File: config.mk
export PLATFORM = sky130hd
export DESIGN_NAME = mpsoc_wb_spram_arbiter
export DESIGN_NICKNAME = d
export VERILOG_FILES = /design/src/rtl/mpsoc_wb_spram_arbiter.sv
export SDC_FILE = /design/constraint.sdc
export NUM_CORES = 1
export LEC_CHECK = 0
export CAP_MARGIN = 20
export CORE_AREA = 5 5 127 129
export CTS_CLUSTER_SIZE = 24
export DETAILED_ROUTE_END_ITERATION = 7
export DIE_AREA = 0 0 132 134
export GPL_TIMING_DRIVEN = 0
export PLACE_DENSITY = 0.65
export SYNTH_ARGS = -nofsm -noshare
export SYNTH_HDL_FRONTEND = slang
export SYNTH_SLANG_ARGS = --single-unit
File: constraint.sdc
create_clock -name wb_clk_i -period 2.1 [get_ports wb_clk_i]
set_clock_uncertainty 0.15 [all_clocks]
set_input_delay 0.315 -clock wb_clk_i [delete_from_list [all_inputs] [get_ports wb_clk_i]]
set_output_delay 0.315 -clock wb_clk_i [all_outputs]
set_load 0.01 [all_outputs]
File: src/rtl/mpsoc_wb_spram_arbiter.sv
// Round-robin Wishbone arbiter sharing one mpsoc_wb_spram port among NUM_MASTERS masters.
// Optional stall timeout: define MPSOC_WB_ARB_TIMEOUT_EN.
module mpsoc_wb_spram_arbiter #(
  parameter int NUM_MASTERS = 4,
  parameter int DW          = 32,
  parameter int AW          = 8,
  parameter int TIMEOUT     = 64
) (
  input  logic                     wb_clk_i,
  input  logic                     wb_rst_i,

  input  logic [NUM_MASTERS*AW-1:0] wbm_adr_i,
  input  logic [NUM_MASTERS*DW-1:0] wbm_dat_i,
  input  logic [NUM_MASTERS*4-1:0]  wbm_sel_i,
  input  logic [NUM_MASTERS-1:0]    wbm_we_i,
  input  logic [NUM_MASTERS-1:0]    wbm_cyc_i,
  input  logic [NUM_MASTERS-1:0]    wbm_stb_i,
  input  logic [NUM_MASTERS*2-1:0]  wbm_bte_i,
  input  logic [NUM_MASTERS*3-1:0]  wbm_cti_i,
  output logic [NUM_MASTERS-1:0]    wbm_ack_o,
  output logic [NUM_MASTERS-1:0]    wbm_err_o,
  output logic [DW-1:0]             wbm_dat_o,

  output logic [AW-1:0]             wbs_adr_o,
  output logic [DW-1:0]             wbs_dat_o,
  output logic [3:0]                wbs_sel_o,
  output logic                      wbs_we_o,
  output logic [1:0]                wbs_bte_o,
  output logic [2:0]                wbs_cti_o,
  output logic                      wbs_cyc_o,
  output logic                      wbs_stb_o,
  input  logic                      wbs_ack_i,
  input  logic                      wbs_err_i,
  input  logic [DW-1:0]             wbs_dat_i,

  output logic [NUM_MASTERS-1:0]    grant_o
);

  localparam int IW = (NUM_MASTERS > 1) ? $clog2(NUM_MASTERS) : 1;

  if (NUM_MASTERS < 2 || TIMEOUT < 2) begin : g_bad_params
    $error("mpsoc_wb_spram_arbiter: NUM_MASTERS and TIMEOUT must both be >= 2");
  end

  typedef enum logic {
    IDLE = 1'b0,
    BUSY = 1'b1
  } state_t;

  state_t         state_q, state_d;
  // In BUSY the most recently granted master is the granted master, so last_q
  // doubles as the grant index and no separate grant register is needed.
  logic [IW-1:0]  last_q, last_d;
  logic [IW-1:0]  winner;
  logic           active;
  logic           gnt_cyc;
  logic           gnt_stb;
  logic           timeout_hit;

  // Reset gates everything at once so a grant drops and a late RAM ack is
  // discarded in the very cycle reset is asserted.
  assign active  = (state_q == BUSY) && !wb_rst_i;
  assign gnt_cyc = wbm_cyc_i[last_q];
  assign gnt_stb = wbm_stb_i[last_q];

  // Round-robin pick: scan last+1, last+2, ... wrapping, ending with last itself.
  always_comb begin
    // NOTE: every variable written in always_comb gets a default first; a path
    // that leaves one unassigned would infer a latch.
    winner = last_q;
    for (int k = NUM_MASTERS; k >= 1; k--) begin
      if (wbm_cyc_i[(int'(last_q) + k) % NUM_MASTERS]) begin
        winner = IW'((int'(last_q) + k) % NUM_MASTERS);
      end
    end
  end

  always_comb begin
    state_d = state_q;
    last_d  = last_q;
    case (state_q)
      IDLE: begin
        if (|wbm_cyc_i) begin
          state_d = BUSY;
          last_d  = winner;
        end
      end
      BUSY: begin
        if (!gnt_cyc || timeout_hit) begin
          state_d = IDLE;
        end
      end
      default: state_d = IDLE;
    endcase
  end

  always_ff @(posedge wb_clk_i) begin
    // NOTE: sequential state uses non-blocking assignments so every register
    // samples pre-edge values regardless of process ordering.
    if (wb_rst_i) begin
      state_q <= IDLE;
      last_q  <= IW'(NUM_MASTERS - 1);
    end else begin
      state_q <= state_d;
      last_q  <= last_d;
    end
  end

`ifdef MPSOC_WB_ARB_TIMEOUT_EN
  localparam int CW = $clog2(TIMEOUT);

  logic [CW-1:0] stall_q, stall_d;

  assign timeout_hit = active && gnt_stb && (stall_q == CW'(TIMEOUT - 1));

  always_comb begin
    stall_d = stall_q;
    if (state_q != BUSY || wbs_ack_i || wbs_err_i) begin
      stall_d = '0;
    end else if (gnt_stb) begin
      stall_d = stall_q + CW'(1);
    end
  end

  always_ff @(posedge wb_clk_i) begin
    if (wb_rst_i) begin
      stall_q <= '0;
    end else begin
      stall_q <= stall_d;
    end
  end
`else
  assign timeout_hit = 1'b0;
`endif

  // Request mux and response steering, combinational from the grant.
  always_comb begin
    wbs_adr_o = '0;
    wbs_dat_o = '0;
    wbs_sel_o = '0;
    wbs_we_o  = 1'b0;
    wbs_bte_o = '0;
    wbs_cti_o = '0;
    wbs_cyc_o = 1'b0;
    wbs_stb_o = 1'b0;
    wbm_ack_o = '0;
    wbm_err_o = '0;
    grant_o   = '0;
    if (active) begin
      wbs_adr_o         = wbm_adr_i[int'(last_q)*AW +: AW];
      wbs_dat_o         = wbm_dat_i[int'(last_q)*DW +: DW];
      wbs_sel_o         = wbm_sel_i[int'(last_q)*4 +: 4];
      wbs_we_o          = wbm_we_i[last_q];
      wbs_bte_o         = wbm_bte_i[int'(last_q)*2 +: 2];
      wbs_cti_o         = wbm_cti_i[int'(last_q)*3 +: 3];
      wbs_cyc_o         = gnt_cyc;
      wbs_stb_o         = gnt_stb && !timeout_hit;
      grant_o[last_q]   = 1'b1;
      wbm_ack_o[last_q] = wbs_ack_i && !timeout_hit;
      wbm_err_o[last_q] = wbs_err_i || timeout_hit;
    end
  end

  assign wbm_dat_o = wbs_dat_i;

endmodule

==> summary.md <==
| Metric | Value |
|---|---|
| CP Capture Type | `output pin` |
| Post-Route WL | `14.2 mm` |
| CP dominant cell by count | `buf_6` |
| Non-Filler Instances | `733` |
| Cell count after synthesis | `206` |
| Crit-path max FO | `7` |
| Initial antenna violation count | `0` |
| Yosys top cell area share | `48.9%` |
| Sequential share of the synthesized area | `2.66%` |
| Worst Max-Slew Pin Slew | `0.323 ns` |
| Run status | `complete, but fails checks` |
| Area leader, netlist | `mux4_2` |
| WP data arrival | `1.82 ns` |
| Rows | `45` |
| Core Area | `14900 sq um` |
| Max stage delay on crit path | `0.52 ns` |
| Synth Area in Simple Gates | `20.5%` |
| Pre-CTS WS | `-1.12 ns` |
| Fill count | `1465` |
| FMAX | `438 MHz` |
| Post-Synth XOR/XNOR Area | `0%` |
| Max IR drop VDD | `0.278 mV` |
| WP buf/inv | `5` |
| Final Setup Violations | `51` |
| Vias in the first global route | `3575` |
| Worst hold slack | `0.323 ns` |
| Antenna-violating nets left | `0` |
| Failing checks | `setup timing` |
| Initial Util | `15.1%` |
| Critical path launch point type | `flop` |
| Clock Path Buffers | `2` |
| Max-capacitance violation count | `0` |
| Synth Area in Adders | `2.22%` |
| Final Core Density | `41.3%` |
| Most frequent cell after synthesis | `and2_1` |
| #FFs+latches synth | `3` |
| Top cells by count, synth | `55 x and2_1, 49 x mux4_2, 32 x buf_4, 10 x clkbuf_1, 9 x and3_1` |
| Gpl congestion | `0.939` |
| Wirelength per Cell | `19.4 um` |
| Rel. slew slack | `78.4%` |
| CP Class | `reg2out` |
| Total power | `2.66 mW` |
| DR vias/cell | `4.32` |
| Number of flops mapped to enable cells by yosys | `0` |
| Mux share of post-synthesis cell area | `53.4%` |
| Placed Cells | `701` |
| RSZ-0062 raised after global routing | `yes` |
| Tcrit/Tclk final | `109%` |
| Crit path max-delay cell type | `mux4_2` |
| Synth Cell Area | `2260 sq um` |
| Hpwl dp | `12.1 mm` |
| Die Y | `134 um` |
| Sink Count | `3` |
| Worst skew pair latency | `0.23 ns` |
| Critical path's top delay family | `buffers and inverters` |
| Die area | `17700 sq um` |
| Top_reg_cell synth | `dfxtp_1` |
| DRC viols | `0` |
| Area grow syn2layout | `173%` |
| Inserted Diodes | `0` |
| Clock-pin slew on the worst setup and hold paths | `0.03 ns` |
| TritonCTS buffer count | `3` |
| GR Overflow Total | `0` |
| Critical-path cell list | `buf_6 -> buf_12 -> buf_4 -> buf_6 -> mux4_2 -> and2_4 -> buf_2` |
| Worst Slack Setup Final | `-0.181 ns` |
| Final min period | `2.28 ns` |
| Net count after synthesis | `454` |
| Largest family of logic cells by synthesized area | `multiplexers` |
| Hold_buf cts | `0` |
| Ys async rst share | `0%` |
| Synth Area in Compound Gates | `3.82%` |
| Pin count of the biggest net entering global routing | `11` |
| Syn avg cell area | `11.0 sq um` |
| Layout cell share with drive strength beyond 1 | `43.7%` |
| All-Layer GR Usage | `14.7%` |
| Final Hold Violating Endpoints | `0` |
| Global-route wire length before repair | `20.7 mm` |
| Distinct cells, synth | `30` |
| Chip Width | `132 um` |
| Port Buffers | `307` |
| TritonCTS clock tree | `yes` |
| First-pass detailed-route iteration total | `4` |
| Htree depth | `1` |
| Final Slew Violations | `0` |
| Crit path required time | `1.63 ns` |
| Cell area power density | `432 nW/um^2` |
| DRT iter0 DRCs | `80` |
| Ranking of synthesized cells by area | `mux4_2 49%, and2_1 15%, buf_4 11%, buf_12 2.7%, dfxtp_1 2.7%` |
| Root Driver | `clkbuf_16` |
| Multi-input gate area in the final layout | `1940 sq um` |
| Ys Warns | `0` |
| Worst Hold Class | `in2reg` |
| Leak | `2.64 nW` |
| I/O pins | `340` |
| Register area | `66.3 sq um` |
| Nets | `794` |
| Vias | `3166` |
==> power breakdown <==
| group | leakage, nW | switching [mW] | internal [mW] |
|---|---|---|---|
| Combinational | 2.58 | 0.762 | 1.50 |
| Clock | 0.0382 | 0.0574 | 0.251 |
| Sequential | 0.0251 | 0.0141 | 0.0717 |
==> cell usage in the layout, fill, tap and decap left out, types with 2 or more instances in the layout <==
master | synthesis | layout
o211ai_1 | 2 | 2
ha_4 | 0 | 3
and2_1 | 55 | 20
buf_12 | 3 | 12
buf_2 | 4 | 26
buf_8 | 0 | 4
clkbuf_2 | 0 | 2
nor2_1 | 3 | 3
buf_4 | 32 | 47
dlygate4sd2_1 | 0 | 7
a21oi_1 | 2 | 2
clkdlybuf4s50_1 | 0 | 242
and3_1 | 9 | 9
dfxtp_2 | 0 | 2
clkbuf_8 | 0 | 6
clkbuf_16 | 0 | 3
buf_6 | 2 | 39
mux2i_1 | 5 | 5
mux4_2 | 49 | 51
and2_4 | 0 | 35
nand2_1 | 5 | 4
clkbuf_4 | 0 | 2
==> layer usage <==
metal | part of all wire, % | up-vias | GRT usage, %
met1 | 35 | 1531 | 16.2
met2 | 56 | 178 | 28.6
met3 | 7.1 | 14 | 3.19
met4 | 1.5 | 0 | 3.26
met5 | 0 | - | 0
li1 | - | 1443 | -
==> layout make-up <==
cell class / count / area share [%]
buffer: 51 / 7.90
clock buffer: 4 / 1.28
inverter: 2 / 0.305
multi-input combinational: 149 / 31.6
sequential: 3 / 1.08
tap: 188 / 3.82
timing repair buffer: 336 / 54.0
==> repair_timing <==
action | in CTS | in global routing
resized for setup | 346 | 36
endpoints found under the setup margin | 65 | 64
pin swaps | 47 | 6
cloned | 4 | 0
buffers inserted | 28 | 2
==> through the flow <==
stage | TNS, ns | instance area, sq um
after global routing | -7.09 | 6160
after floorplan | 0 | 2270
final | -3.58 | 6160
after CTS | -6.87 | 6130
after detailed placement | -59.64 | 5580
after global placement | -59.37 | 5580
==> cell families after synthesis <==
logic type,Yosys count
and+or+nand+nor,77
muxes,56
AOI/OAI and AO/OA,12
buffers and inverters,54
adders and majority gates,4
DFF,3
==> worst register-to-register path, delay by kind of cell (launching register included) <==
family / cells / cell delay [ns]
flip-flops: 1 / 0.31
AND/OR/NAND/NOR: 1 / 0.14
adder cells (fa/ha/maj): 1 / 0.20
AO/OA/AOI/OAI: 2 / 0.59
buffers and inverters: 5 / 0.58
==> sequential cells by signal, summed over array words and instances, names as in the netlist <==
register and flops:
state_q 1, last_q 2
==> path summary, 6_finish.rpt <==
check,depth (start not counted),slack (ns),end,start
worst max-delay path,7,-0.18,wbs_sel_o[3],last_q[0]
worst min-delay path,2,0.32,state_q,wb_rst_i
worst max register to register,9,0,last_q[0],last_q[0]
worst min register to register,1,0.38,state_q,state_q
Note: power is estimated with default switching activity, not from simulation.
